--- src/rtl/retta_point_loader.sv ---
// retta_point_loader
//   Upstream sequencer for the line-point scan engine. It collects a 16-byte
//   point table (8 x/y pairs, even address = x, odd address = y) from a
//   valid/ready byte stream. It serves that table on the engine's
//   combinational read port and runs the engine through one START window of
//   SCAN_CYCLES cycles. It then captures the engine's point count and offers
//   it on a valid/ready result port.
//
// Ports
//   clk        in   1  clock, all state updates on posedge
//   rst_n      in   1  asynchronous active-low reset
//   in_valid   in   1  table byte valid
//   in_data    in   8  table byte
//   in_ready   out  1  loader accepts a byte this cycle (IDLE/LOAD)
//   mem_addr   in   4  engine read address
//   mem_data   out  8  table[mem_addr], combinational
//   start      out  1  registered START to engine
//   punti      in   8  engine point-count output
//   res_valid  out  1  result available
//   res_data   out  8  captured point count
//   res_ready  in   1  result consumer accepts
//   busy       out  1  high in every state except IDLE
module retta_point_loader #(
    parameter int unsigned SCAN_CYCLES = 48  // must be >= 42
) (
    input  logic       clk,
    input  logic       rst_n,
    input  logic       in_valid,
    input  logic [7:0] in_data,
    output logic       in_ready,
    input  logic [3:0] mem_addr,
    output logic [7:0] mem_data,
    output logic       start,
    input  logic [7:0] punti,
    output logic       res_valid,
    output logic [7:0] res_data,
    input  logic       res_ready,
    output logic       busy
);

    localparam int unsigned CW = $clog2(SCAN_CYCLES);

    typedef enum logic [2:0] {
        S_IDLE,
        S_LOAD,
        S_RUN,
        S_STOP,
        S_CAPTURE,
        S_OUT
    } state_t;

    state_t        state, state_next;
    logic [7:0]    table_q [16];
    logic [3:0]    wr_ptr;
    logic [CW-1:0] cnt;
    logic          accept;
    logic          last_byte;
    logic          scan_done;

    // in_ready is qualified with rst_n so it reads 0 while reset is held,
    // and drops as soon as the reset is applied.
    assign in_ready  = rst_n && ((state == S_IDLE) || (state == S_LOAD));
    assign accept    = in_valid && in_ready;
    assign last_byte = (state == S_LOAD) && (wr_ptr == 4'd15);
    assign scan_done = (cnt == CW'(SCAN_CYCLES - 1));
    assign mem_data  = table_q[mem_addr];
    assign busy      = (state != S_IDLE);

    always_comb begin
        state_next = state;
        case (state)
            S_IDLE:    if (accept) state_next = S_LOAD;
            S_LOAD:    if (accept && last_byte) state_next = S_RUN;
            S_RUN:     if (scan_done) state_next = S_STOP;
            S_STOP:    state_next = S_CAPTURE;
            S_CAPTURE: state_next = S_OUT;
            S_OUT:     if (res_ready) state_next = S_IDLE;
            default:   state_next = S_IDLE;
        endcase
    end

    always_ff @(posedge clk or negedge rst_n) begin
        if (!rst_n) begin
            state <= S_IDLE;
        end else begin
            state <= state_next;
        end
    end

    always_ff @(posedge clk or negedge rst_n) begin
        if (!rst_n) begin
            for (int unsigned i = 0; i < 16; i++) begin
                table_q[i] <= '0;
            end
            wr_ptr    <= '0;
            cnt       <= '0;
            start     <= 1'b0;
            res_valid <= 1'b0;
            res_data  <= '0;
        end else begin
            case (state)
                S_IDLE: begin
                    if (accept) begin
                        table_q[0] <= in_data;
                        wr_ptr     <= 4'd1;
                    end
                end
                S_LOAD: begin
                    if (accept) begin
                        table_q[wr_ptr] <= in_data;
                        wr_ptr          <= wr_ptr + 4'd1;  // wraps to 0 after byte 15
                        if (last_byte) begin
                            start <= 1'b1;
                            cnt   <= '0;
                        end
                    end
                end
                S_RUN: begin
                    cnt <= cnt + 1'b1;
                    if (scan_done) begin
                        start <= 1'b0;
                    end
                end
                S_CAPTURE: begin
                    // punti is valid only here; the engine clears it next cycle.
                    res_data  <= punti;
                    res_valid <= 1'b1;
                end
                S_OUT: begin
                    if (res_ready) begin
                        res_valid <= 1'b0;
                    end
                end
                default: ;
            endcase
        end
    end

endmodule

--- config.mk ---
export PLATFORM = sky130hd
export DESIGN_NAME = retta_point_loader
export DESIGN_NICKNAME = d
export VERILOG_FILES = /design/src/rtl/retta_point_loader.sv
export SDC_FILE = /design/constraint.sdc
export NUM_CORES = 1
export LEC_CHECK = 0
export CORE_UTILIZATION = 53
export DETAILED_ROUTE_END_ITERATION = 12
export PLACE_DENSITY = 0.76
export SETUP_SLACK_MARGIN = 0.5
export SLEW_MARGIN = 30
export SYNTH_ARGS = -nofsm -noshare
export SYNTH_HDL_FRONTEND = slang
export SYNTH_SLANG_ARGS = --single-unit
export TNS_END_PERCENT = 1
--- constraint.sdc ---
create_clock -name clk -period 4.2 [get_ports clk]
set_input_delay 0.63 -clock clk [delete_from_list [all_inputs] [get_ports clk]]
set_output_delay 0.63 -clock clk [all_outputs]
set_load 0.05 [all_outputs]
* Yosys cells after proc, flatten, opt, wreduce, memory -nomap -nowiden
Cells that the tools add are included.
** Word-level totals
- Output and inout port bits :: 20
- Flip-flop bits (word level) :: 151
** Operators by class
- Magnitude comparators :: 3
- Bitwise gates (word level) :: 2
- Equal/unequal tests :: 13
- Reductions and logical operators :: 17
- $add $sub $neg :: 2
- Muxes and demuxes :: 26
** Operators by type and width (count)
- bitwise mux 128 bit :: 1
- two-way mux 128 bit :: 1
- binary-select mux 8 bit (select 4 bit) :: 1
- demux 8 bit (select 4 bit) :: 1
- two-way mux 8 bit :: 4
- one-hot mux 3 bit (6 select lines) :: 1
- one-hot mux 8 bit (2 select lines) :: 1
- two-way mux 3 bit :: 4
- two-way mux 6 bit :: 2
- one-hot mux 6 bit (2 select lines) :: 1
- >= comparator 5 bit (second input constant) :: 2
- inequality test 2 bit (second input constant) :: 5
- NOT 4 -> 5 bit :: 2
- two-way mux 4 bit :: 2
- one-hot mux 4 bit (2 select lines) :: 1
- AND reduction 4 bit :: 2
- adder 6 x 1 -> 6 bit (second input constant) :: 1
- == test 3 x 2 -> 1 bit (second input constant) :: 2
- == test 3 bit (second input constant) :: 2
- == test 6 bit (second input constant) :: 1
- AND reduction 3 bit :: 2
- nonzero test 2 bit :: 3
- logical AND 1 bit :: 5
- < comparator 5 x 1 -> 1 bit (second input constant) :: 1
- 10 further kinds :: 15

* Logic depth before layout (Yosys ltp)
- Depth in word-level cells :: 8
- Depth in mapped cells :: 7
- Gate-level depth less buffers :: 5

* Least setup slack after synthesis
Ideal clock, no wire load.
- Path type :: input-to-output
- Start :: in mem_addr[0]
- End :: out mem_data[2]
- Path slack :: 1407 ps
- Stages on the path :: 5
- Arrival time :: 2163 ps
- Path through :: clkbuf_1 -> buf_2 -> mux4_2 -> a22oi_1 -> nand2_1
** Between the ends
- Cells in the longest elaborated chain, start to end :: 4
** RTL lines
- start, declared :: line 31 : input logic [3:0] mem_addr,
- NOT 4 -> 5 bit (implied by the code) :: line 66 : assign mem_data = table_q[mem_addr];
- binary-select mux 8 bit (select 4 bit) :: line 66
- two-way mux 8 bit (implied by the code) (2 in series) :: line 66
- end, declared :: line 32 : output logic [7:0] mem_data,
Every way passes these cells. The select of a mux whose other input is x is not followed.

* Worst setup path after layout
- Start :: in mem_addr[1]
- End :: out mem_data[6]
Same word-level chain as after synthesis.

==> results by group <==
Route
  • # DRC: 0
  • Routed WL per cell: 21.9 um
  • Vias: ~4,100
  • Final WL: roughly 15,000 um
  • First drt pass iteration count: 7
  • Post-DRT Antenna Nets: 0
  • Iteration-0 DRC Markers: 300
  • Routed vias/inst: 6.05

Setup path
  • Worst-path maximum fanout: 32
  • Crit path capture type: primary output
  • Setup CP Type: input port to primary output
  • Startpoint Class: input port
  • Crit path launch: mem_addr[1]
  • Worst r2r src: state[0]
  • Worst Path Required: 3570 ps
  • Worst Path Arrival: 2540 ps

Clocking
  • Cts bufs inserted: 17
  • Clk Latency, worst-skew pair: roughly 430 ps
  • Setup Fix Bufs, Post-CTS: 0
  • Clk sinks: around 150
  • CTS Root Cell: clkbuf_16
  • Number of gates resized after CTS: 0
  • Cts hold-fix bufs: 0
  • H-Tree Depth: 4
  • CTS tree: done
  • CTS Buffer Depth: 2
  • Clk slew on worst S/H paths: ~60 ps

Floorplanning
  • Total die area: 0.0136 mm^2
  • Core Box Area: 0.0127 mm^2
  • I/O pin total: 44
  • Chip Height: between 100 and 150 um
  • Starting Density: a little over half
  • Die Width: 117 um
  • Site row count: slightly above 40

GRT
  • Total gr overflow: 0
  • Initial antenna violation count: 0
  • All-Layer GR Usage: about a quarter
  • First-pass GRT wire length: 24,300 um
  • Largest net degree at the start of global routing: 73
  • Vias in the first global route: between 4,000 and 5,000

Synthesis
  • Sequential area share after synthesis: between 50 and 60%
  • Yosys Warn Count: 0
  • Synth cell types: 41
  • Average size of a mapped cell: between 10 and 15 um^2
  • Syn_nets: slightly below 500
  • Post-Syn Area: between 0.006 and 0.007 mm^2
  • Synth Register Bits: 151
  • Cells after Synth: ~470

Placement
  • Port Buffers: 43
  • Routability cong.: roughly 0.77
  • DP HPWL: 9460 um
  • Placed cells: between 600 and 700

Hold path
  • Worst Hold Class: input port to async pin

Timing
  • Final setup vio count: 0
  • RSZ-0062 raised after global routing: no
  • Highest Clock Rate: between 300 and 400 MHz
  • Worst-Margin Slew: between 800 and 900 ps
  • Post-Route Skew: around 6.3 ps
  • Final max-slew violation count: 0
  • Final Hold Viols: 0
  • Final setup TNS: 0 ps
  • Final Cycle Share: roughly three quarters
  • Slew margin rel.: between 40% and 50%
  • Tmin final: around 3200 ps

Cells and area
  • P&R area growth vs syn: 15.3%
  • Share of layout cells above drive strength 1: roughly two fifths
  • Fin util: a little over three fifths
  • Non-Filler Instances: about 680
  • Nets: 530
  • N_diodes: 0

Flow run
  • Maxcap violations: 0

Status
  • Outcome: completed

Power
  • Leak: 3.78 nW
  • Max rail drop VDD: around 0.39 mV
  • PD cells: 586 mW/mm^2
==> synthesized netlist by cell type <==
library cell | number | area, um^2
nor4_4 | 1 | 21.3
or4b_1 | 1 | 10.0
nor2_1 | 6 | 22.5
mux4_2 | 32 | 721
mux2i_1 | 1 | 10.0
and4_1 | 2 | 17.5
buf_2 | 9 | 45.0
o22ai_1 | 6 | 37.5
mux2_1 | 3 | 33.8
a2111oi_0 | 1 | 8.76
or2_2 | 1 | 6.26
o21ai_0 | 4 | 20.0
nor3_1 | 2 | 10.0
or2_1 | 1 | 6.26
a311o_1 | 1 | 10.0
nand2_1 | 23 | 86.3
o41ai_1 | 1 | 8.76
nor3_4 | 1 | 16.3
xor2_1 | 4 | 35.0
nand2_4 | 4 | 45.0
ha_1 | 5 | 62.6
a21o_1 | 3 | 22.5
mux2_2 | 125 | 1410
a21oi_1 | 1 | 5.00
xnor2_1 | 1 | 8.76
a22oi_1 | 16 | 120
nand3_1 | 4 | 20.0
dfrtp_1 | 151 | 3780
nor2_2 | 1 | 6.26
a211oi_1 | 1 | 7.51
mux2_4 | 8 | 120
and3_1 | 3 | 18.8
buf_6 | 2 | 22.5
buf_1 | 2 | 7.51
nand4_1 | 5 | 31.3
and2_1 | 3 | 18.8
nor4_2 | 1 | 12.5
a22o_1 | 3 | 26.3
nor2b_1 | 5 | 31.3
clkbuf_1 | 19 | 71.3
inv_1 | 4 | 15.0
==> logic make-up after synthesis <==
group	share of synthesized area, %
flops	54.1
xor+xnor	0.627
fa+ha+maj	0.896
mux	32.8
buf+inv	2.31
simple gates	5.45
compound gates	3.82
==> metal layers <==
layer / global-route usage [%] / part of all wire [%] / up-vias
met5: 0 / 0 / -
met3: 6.44 / 5.3 / 33
met4: 11.1 / 2.5 / 0
met1: 31.9 / 43 / 2192
li1: - / - / 1800
met2: 40.4 / 49 / 108
==> sequential cells by signal, summed over array words and instances (netlist names) <==
name and cells:
start 1, state 3, cnt 6, res_valid 1
table_q 128, wr_ptr 4, res_data 8
==> worst paths after layout <==
check | endpoint | slack, ps | depth (start not counted)
max | mem_data[6] | 1030 | 6
max in group asynchronous | table_q[58] | 2550 | 3
min | cnt[3] | 60 | 1
min in group clk | res_valid | 480 | 1
min reg2reg | res_valid | 480 | 1
max reg2reg | table_q[54] | 1460 | 4
==> layout by cell type (no fill, tap or decap), types with 2 or more instances in the layout <==
cell type	Yosys	final
nor3_1	2	2
and3_1	3	3
xor2_1	4	4
buf_6	2	2
clkdlybuf4s50_1	0	33
mux2_4	8	8
clkinv_2	0	2
mux2_1	3	3
nand2_1	23	23
and4_1	2	2
clkbuf_8	0	6
nor2b_1	5	5
mux4_2	32	32
a22o_1	3	3
nor2_1	6	6
inv_1	4	4
a22oi_1	16	16
dfrtp_1	151	151
o21ai_0	4	4
mux2_2	125	125
clkbuf_1	19	3
nand4_1	5	5
ha_1	5	5
buf_4	0	11
a21o_1	3	3
nand3_1	4	4
and2_1	3	3
nand2_4	4	4
clkbuf_16	0	17
o22ai_1	6	6
==> metrics by stage <==
step | instance area, um^2 | setup slack, ps | power, W | hold WS (ps)
after floorplan | 6990 | 1410 | 0.00296 | 334
after global placement | 7490 | 1090 | 0.00320 | 465
after detailed placement | 7490 | 1050 | 0.00329 | 469
after CTS | 8050 | 1050 | 0.00475 | 51.4
after global routing | 8050 | 985 | 0.00495 | 58.1
final | 8050 | 1030 | 0.00472 | 55.8
==> worst max-delay path, cell delays in order <==
cell and delay [ps]:
clkdlybuf4s50_1 450, buf_4 410, mux4_2 410, a22oi_1 270
nand2_1 130, buf_4 210
==> power breakdown <==
group	switching (W)	leakage [nW]	internal, W
Clock	0.000555	0.278	0.000898
Sequential	0.000260	1.98	0.00189
Combinational	0.000480	1.53	0.000635
Total	0.00130	3.78	0.00342
==> final cells by class <==
class,count,area (um^2)
Inverter,4,15.0
Fill cell,956,4670
Tap cell,172,215
Clock inverter,3,40.0
Clock buffer,26,519
Timing Repair Buffer,47,440
Sequential cell,151,3780
Multi-Input combinational cell,280,3050
(Power assumes the default switching activity.)
